$ cat config.mk
export PLATFORM = sky130hd
export DESIGN_NAME = keycode_event_decoder_flat
export DESIGN_NICKNAME = d
export VERILOG_FILES = /design/src/rtl/keycode_event_if.sv /design/src/rtl/keycode_event_decoder.sv /design/src/flat_wrapper.sv
export SDC_FILE = /design/constraint.sdc
export NUM_CORES = 1
export LEC_CHECK = 0
export ABC_AREA = 0
export CAP_MARGIN = 20
export CORE_MARGIN = 2
export CORE_UTILIZATION = 55
export CTS_CLUSTER_DIAMETER = 30
export DETAILED_ROUTE_END_ITERATION = 10
export PLACE_DENSITY = 0.89
export REMOVE_ABC_BUFFERS = 1
export SYNTH_ARGS = -nofsm -noshare
export SYNTH_HDL_FRONTEND = slang
export SYNTH_SLANG_ARGS = --single-unit
$ cat constraint.sdc
create_clock -name clk -period 1.8 [get_ports clk]
set_input_delay 0.36 -clock clk [delete_from_list [all_inputs] [get_ports clk]]
set_output_delay 0.36 -clock clk [all_outputs]
set_load 0.05 [all_outputs]
$ cat src/rtl/keycode_event_if.sv
// Bus bundle between the keyboard-report source and the action decoder.
// The source drives the tick, report and key map; the decoder drives the per-action outputs.
interface keycode_event_if #(
  parameter int NUM_SLOTS   = 4,
  parameter int NUM_ACTIONS = 12
);
  logic                     tick;
  logic [8*NUM_SLOTS-1:0]   keycode;
  logic [8*NUM_ACTIONS-1:0] keymap;
  logic [NUM_ACTIONS-1:0]   held;
  logic [NUM_ACTIONS-1:0]   pressed;
  logic [NUM_ACTIONS-1:0]   released;
  logic [NUM_ACTIONS-1:0]   repeat_pulse;
  logic                     rollover;

  modport master (
    output tick, keycode, keymap,
    input  held, pressed, released, repeat_pulse, rollover
  );

  modport slave (
    input  tick, keycode, keymap,
    output held, pressed, released, repeat_pulse, rollover
  );
endinterface

$ cat src/rtl/keycode_event_decoder.sv
// Maps keyboard report slots onto programmable actions, debounces them on the frame tick
// and produces held level, press/release pulses and auto-repeat pulses per action.
//
// Auto-repeat phase, per action:
//   state       | meaning
//   PH_DELAY    | held, waiting REPEAT_DELAY ticks for the first repeat
//   PH_PERIODIC | held, repeating every REPEAT_PERIOD ticks
module keycode_event_decoder #(
  parameter int NUM_SLOTS     = 4,
  parameter int NUM_ACTIONS   = 12,
  parameter int STABLE_TICKS  = 2,
  parameter int REPEAT_DELAY  = 15,
  parameter int REPEAT_PERIOD = 4
) (
  input  logic           clk,
  input  logic           reset,
  keycode_event_if.slave bus
);

  localparam int CW   = $clog2(STABLE_TICKS > 2 ? STABLE_TICKS : 2);
  localparam int RMAX = (REPEAT_DELAY > REPEAT_PERIOD) ? REPEAT_DELAY : REPEAT_PERIOD;
  localparam int RW   = $clog2(RMAX > 2 ? RMAX : 2);

  localparam logic [CW-1:0] STABLE_LIM = CW'(STABLE_TICKS - 1);
  localparam logic [RW-1:0] DELAY_LIM  = RW'((REPEAT_DELAY > 0) ? (REPEAT_DELAY - 1) : 0);
  localparam logic [RW-1:0] PERIOD_LIM = RW'(REPEAT_PERIOD - 1);
  localparam logic [8*NUM_SLOTS-1:0] ROLLOVER_RPT = {NUM_SLOTS{8'h01}};

  typedef enum logic {
    PH_DELAY    = 1'b0,
    PH_PERIODIC = 1'b1
  } phase_t;

  logic [NUM_ACTIONS-1:0] match;
  logic                   rollover_rpt;
  logic [NUM_ACTIONS-1:0] raw_q;
  logic [NUM_ACTIONS-1:0] held_q, held_nxt;
  logic [NUM_ACTIONS-1:0] pressed_q, released_q, rpt_q, rpt_nxt;
  logic                   rollover_q;
  logic [CW-1:0]          cnt_q     [NUM_ACTIONS];
  logic [CW-1:0]          cnt_nxt   [NUM_ACTIONS];
  logic [RW-1:0]          rcnt_q    [NUM_ACTIONS];
  logic [RW-1:0]          rcnt_nxt  [NUM_ACTIONS];
  phase_t                 phase_q   [NUM_ACTIONS];
  phase_t                 phase_nxt [NUM_ACTIONS];

  // Unbound actions (code 8'h00) never match, even against empty slots.
  always_comb begin
    match = '0;
    for (int i = 0; i < NUM_ACTIONS; i++) begin
      for (int k = 0; k < NUM_SLOTS; k++) begin
        if (bus.keymap[8*i +: 8] != 8'h00 &&
            bus.keycode[8*k +: 8] == bus.keymap[8*i +: 8]) begin
          match[i] = 1'b1;
        end
      end
    end
  end

  assign rollover_rpt = (bus.keycode == ROLLOVER_RPT);

  always_comb begin
    held_nxt = held_q;
    rpt_nxt  = '0;
    for (int i = 0; i < NUM_ACTIONS; i++) begin
      cnt_nxt[i]   = cnt_q[i];
      rcnt_nxt[i]  = rcnt_q[i];
      phase_nxt[i] = phase_q[i];

      if (bus.tick) begin
        if (raw_q[i] == held_q[i]) begin
          cnt_nxt[i] = '0;
        end else if (cnt_q[i] == STABLE_LIM) begin
          held_nxt[i] = raw_q[i];
          cnt_nxt[i]  = '0;
        end else begin
          cnt_nxt[i] = cnt_q[i] + 1'b1;
        end
      end

      // Rising or falling this tick restarts the delay and suppresses any pulse.
      if (REPEAT_DELAY == 0 || !held_q[i] || !held_nxt[i]) begin
        rcnt_nxt[i]  = '0;
        phase_nxt[i] = PH_DELAY;
      end else if (bus.tick) begin
        if (rcnt_q[i] == ((phase_q[i] == PH_PERIODIC) ? PERIOD_LIM : DELAY_LIM)) begin
          rpt_nxt[i]   = 1'b1;
          rcnt_nxt[i]  = '0;
          phase_nxt[i] = PH_PERIODIC;
        end else begin
          rcnt_nxt[i] = rcnt_q[i] + 1'b1;
        end
      end
    end
  end

  always_ff @(posedge clk) begin
    if (reset) begin
      raw_q      <= '0;
      held_q     <= '0;
      pressed_q  <= '0;
      released_q <= '0;
      rpt_q      <= '0;
      rollover_q <= 1'b0;
      for (int i = 0; i < NUM_ACTIONS; i++) begin
        cnt_q[i]   <= '0;
        rcnt_q[i]  <= '0;
        phase_q[i] <= PH_DELAY;
      end
    end else begin
      // An ErrorRollOver report carries no key information, so keep the last real one.
      if (!rollover_rpt) begin
        raw_q <= match;
      end
      rollover_q <= rollover_rpt;
      held_q     <= held_nxt;
      pressed_q  <= held_nxt & ~held_q;
      released_q <= ~held_nxt & held_q;
      rpt_q      <= rpt_nxt;
      for (int i = 0; i < NUM_ACTIONS; i++) begin
        cnt_q[i]   <= cnt_nxt[i];
        rcnt_q[i]  <= rcnt_nxt[i];
        phase_q[i] <= phase_nxt[i];
      end
    end
  end

  assign bus.held         = held_q;
  assign bus.pressed      = pressed_q;
  assign bus.released     = released_q;
  assign bus.repeat_pulse = rpt_q;
  assign bus.rollover     = rollover_q;

endmodule
$ cat src/flat_wrapper.sv
// flat-port wrapper written by rule: the top's interface ports become plain ports
module keycode_event_decoder_flat 
#(
  parameter int NUM_SLOTS     = 4,
  parameter int NUM_ACTIONS   = 12,
  parameter int STABLE_TICKS  = 2,
  parameter int REPEAT_DELAY  = 15,
  parameter int REPEAT_PERIOD = 4
)
  (clk, reset, bus_tick, bus_keycode, bus_keymap, bus_held, bus_pressed, bus_released, bus_repeat_pulse, bus_rollover);
  keycode_event_if #(.NUM_SLOTS(NUM_SLOTS), .NUM_ACTIONS(NUM_ACTIONS)) bus_i ();
  input  logic clk;
  input  logic reset;
  input wire logic [$bits(bus_i.tick)-1:0] bus_tick;
  input wire logic [$bits(bus_i.keycode)-1:0] bus_keycode;
  input wire logic [$bits(bus_i.keymap)-1:0] bus_keymap;
  output wire logic [$bits(bus_i.held)-1:0] bus_held;
  output wire logic [$bits(bus_i.pressed)-1:0] bus_pressed;
  output wire logic [$bits(bus_i.released)-1:0] bus_released;
  output wire logic [$bits(bus_i.repeat_pulse)-1:0] bus_repeat_pulse;
  output wire logic [$bits(bus_i.rollover)-1:0] bus_rollover;
  assign bus_i.tick = bus_tick;
  assign bus_i.keycode = bus_keycode;
  assign bus_i.keymap = bus_keymap;
  assign bus_held = bus_i.held;
  assign bus_pressed = bus_i.pressed;
  assign bus_released = bus_i.released;
  assign bus_repeat_pulse = bus_i.repeat_pulse;
  assign bus_rollover = bus_i.rollover;
  keycode_event_decoder #(.NUM_SLOTS(NUM_SLOTS), .NUM_ACTIONS(NUM_ACTIONS), .STABLE_TICKS(STABLE_TICKS), .REPEAT_DELAY(REPEAT_DELAY), .REPEAT_PERIOD(REPEAT_PERIOD)) u_core (.clk(clk), .reset(reset), .bus(bus_i));
endmodule
==> reports/results.ini <==
[run_status]
status=finished clean

[sta]
setup-tns-final_ns=0
final_hold_viol_count=0
slew_headroom=0.582
tightest_slew_ns=0.620
period_share=0.984
fmax_ghz=0.565
setup_viol=0
fin_ws_ns=0.0293
drv_slew=0
period_needed_ns=1.77
fin_skew_ns=0.00913

[place]
numPlacedInstances=1626
port_buffers=179
dp_slack_ns=-0.458
globalplace.congestion=1.01
dp_hpwl_um=25100

[die]
rows=51
die_w_um=144
core_area_mm2=0.0193
io_pins=180
initial_core_util=0.556
die_area_mm2=0.0206
die_y_um=144

[synthesis]
syn_avg_cell_area_um2=8.45
yosys_warnings=0
ys_ff_latch=133
ys_types=37
syn_inst=1269
seq_area_frac_synth=0.248
synth_area_mm2=0.0107

[power_and_ir_drop]
p_seq_frac=0.350
peakVddDrop_mv=0.641
power_density_mw_per_mm2=642
p_sw_mw=2.46
power.share.clock=0.430
p_int_mw=6.00
p_sw_frac=0.291
p_leak_nw=5.23
combPwrFrac=0.220

[global_routing]
gr-usage-all-layers=0.332
grt_pass1_wl_um=52500
grt_max_degree=32
antenna_found_initial=1
grt_pass1_vias=10100
gr-total-overflow=0

[layout]
final_cell_mix=xor2_1 (407), dfxtp_1 (133), clkdlybuf4s50_1 (122), nor4_1 (116), buf_4 (106)
drive_gt1_frac=0.118
num_antenna_cells=0
stdcell_count=1657
final_common_cell=xor2_1
nNetsFinal=1523
n_fill_cell=1413
syn2layout_area_growth_pct=22.8

[job]
drv_cap=0

[drt]
initialDrtViolationCount=1350
wirelength_um=35100
via_count=10100
ant_nets=0
first_pass_iters=8
drc_errors=0
wl_per_cell_um=21.2
vias_per_cell=6.09

[clock_tree]
cts_buffers=17
clock-sinks=133
clock_path_buffers=2
root_buffer=clkbuf_16
postCtsHoldBufs=0
clk_pin_slew_ns=0.06
clk_latency_ns=0.44
cts_tree=yes
htree_levels=4

[worst_hold_path]
min_path_type=in -> reg

[critical_path]
rr_endpoint=u_core.rcnt_q[1][4]
arrival_ns=2.09
cp_max_fo=12
r2r_start=u_core.rcnt_q[1][4]
crit_end=u_core.raw_q[3]
cp-start-kind=input pin
endpoint_kind=register
ff2ff_path_depth=5
crit_required_ns=2.12
crit_type=in -> reg
r2r_setup_slack_ns=0.37
critPathLaunch=bus_keycode[23]

-- sequential cells by signal, indices dropped and copies added, names as in the netlist --
name	count
u_core.bus.held	12
u_core.raw_q	12
u_core.bus.repeat_pulse	12
u_core.cnt_q	12
u_core.rcnt_q	48
u_core.phase_q	12
u_core.bus.pressed	12
u_core.bus.rollover	1
u_core.bus.released	12
-- cell type report --
class | instances | area (um^2) | share of cell area
Multi-Input combinational cell | 946 | 7060 | 0.537
Sequential cell | 133 | 2660 | 0.202
Timing Repair Buffer | 267 | 2440 | 0.186
Clock buffer | 19 | 453 | 0.0344
Tap cell | 265 | 332 | 0.0252
Clock inverter | 12 | 154 | 0.0117
Inverter | 15 | 56.3 | 0.00428
-- timing repair --
action | CTS | global route
endpoints found under the setup margin | 26 | 12
cloned | 0 | 0
buffers inserted | 0 | 0
gates resized for setup | 26 | 12
-- critical path: stages --
cell and delay, ns:
clkdlybuf4s50_1 0.52, buf_4 0.33, xor2_1 0.20, nor4_1 0.08, a22oi_1 0.20, nand2_1 0.12
a32o_1 0.27
-- metrics by stage --
step,instance area [um^2],power [mW],hold WS (ns),utilization
after floorplan,9750,3.69,0.429,-
after global placement,12500,4.71,0.444,0.650
after detailed placement,12500,4.78,0.447,0.650
after CTS,13100,8.40,0.291,0.680
after global routing,13200,8.69,0.306,0.683
final,13200,8.46,0.315,0.683
-- cell usage after synthesis, drive strengths merged --
master	n	share of area
o21a	4	0.0028
nand2b	13	0.0076
nor4bb	13	0.012
nor2b	10	0.0058
nor3b	7	0.0049
nor3	7	0.0043
a32o	12	0.011
and4b	4	0.0037
mux2i	24	0.022
o211ai	8	0.0056
nor2	89	0.031
dfxtp	133	0.25
nand4	14	0.0093
xnor2	20	0.016
nand3b	4	0.0028
buf	113	0.067
a22oi	24	0.017
inv	15	0.0053
clkbuf	62	0.024
nor4b	25	0.025
xor2	408	0.33
o21ai	9	0.0042
a21oi	28	0.013
nor4	124	0.077
nand3	12	0.0056
nand2	75	0.026
ha	12	0.014
-- how the worst min path moves through the flow --
stage                          from                    to  slack (ns)  depth (start not counted)
2_1_floorplan                 reset    u_core.bus.held[0]        0.43                          1
3_3_place_gp   u_core.phase_q[4][0]  u_core.phase_q[4][0]        0.44                          2
3_5_place_dp   u_core.phase_q[4][0]  u_core.phase_q[4][0]        0.45                          2
4_1_cts                       reset    u_core.cnt_q[5][1]        0.29                          2
5_1_grt                       reset    u_core.cnt_q[5][1]        0.31                          2
6_report                      reset    u_core.cnt_q[2][1]        0.32                          2
-- cell families (layout without fill, tap and decap cells) --
group	Yosys count	in the layout	share of synthesized area
XOR/XNOR	428	428	0.350
AO/OA/AOI/OAI	85	85	0.0537
multiplexers	24	24	0.0224
AND/OR/NAND/NOR	397	397	0.216
flip-flops	133	133	0.248
buffers and inverters	190	313	0.0960
adder cells (fa/ha/maj)	12	12	0.0140
-- routing by layer --
metal,track usage,part of all wire,vias to the layer above
met2,0.514,0.44,735
met5,0,0.00037,-
met1,0.402,0.37,4647
li1,-,-,4450
met4,0.212,0.071,2
met3,0.0956,0.12,254
-- power by group through the flow --
stage                     Clock (mW)  Sequential [mW]  Combinational (mW)
after floorplan                    0             3.02               0.674
after global placement             0             3.02                1.68
after detailed placement           0             3.02                1.76
after CTS                       3.66             2.96                1.79
after global routing            3.79             2.96                1.94
final                           3.63             2.96                1.86
(Power assumes the default switching activity.)
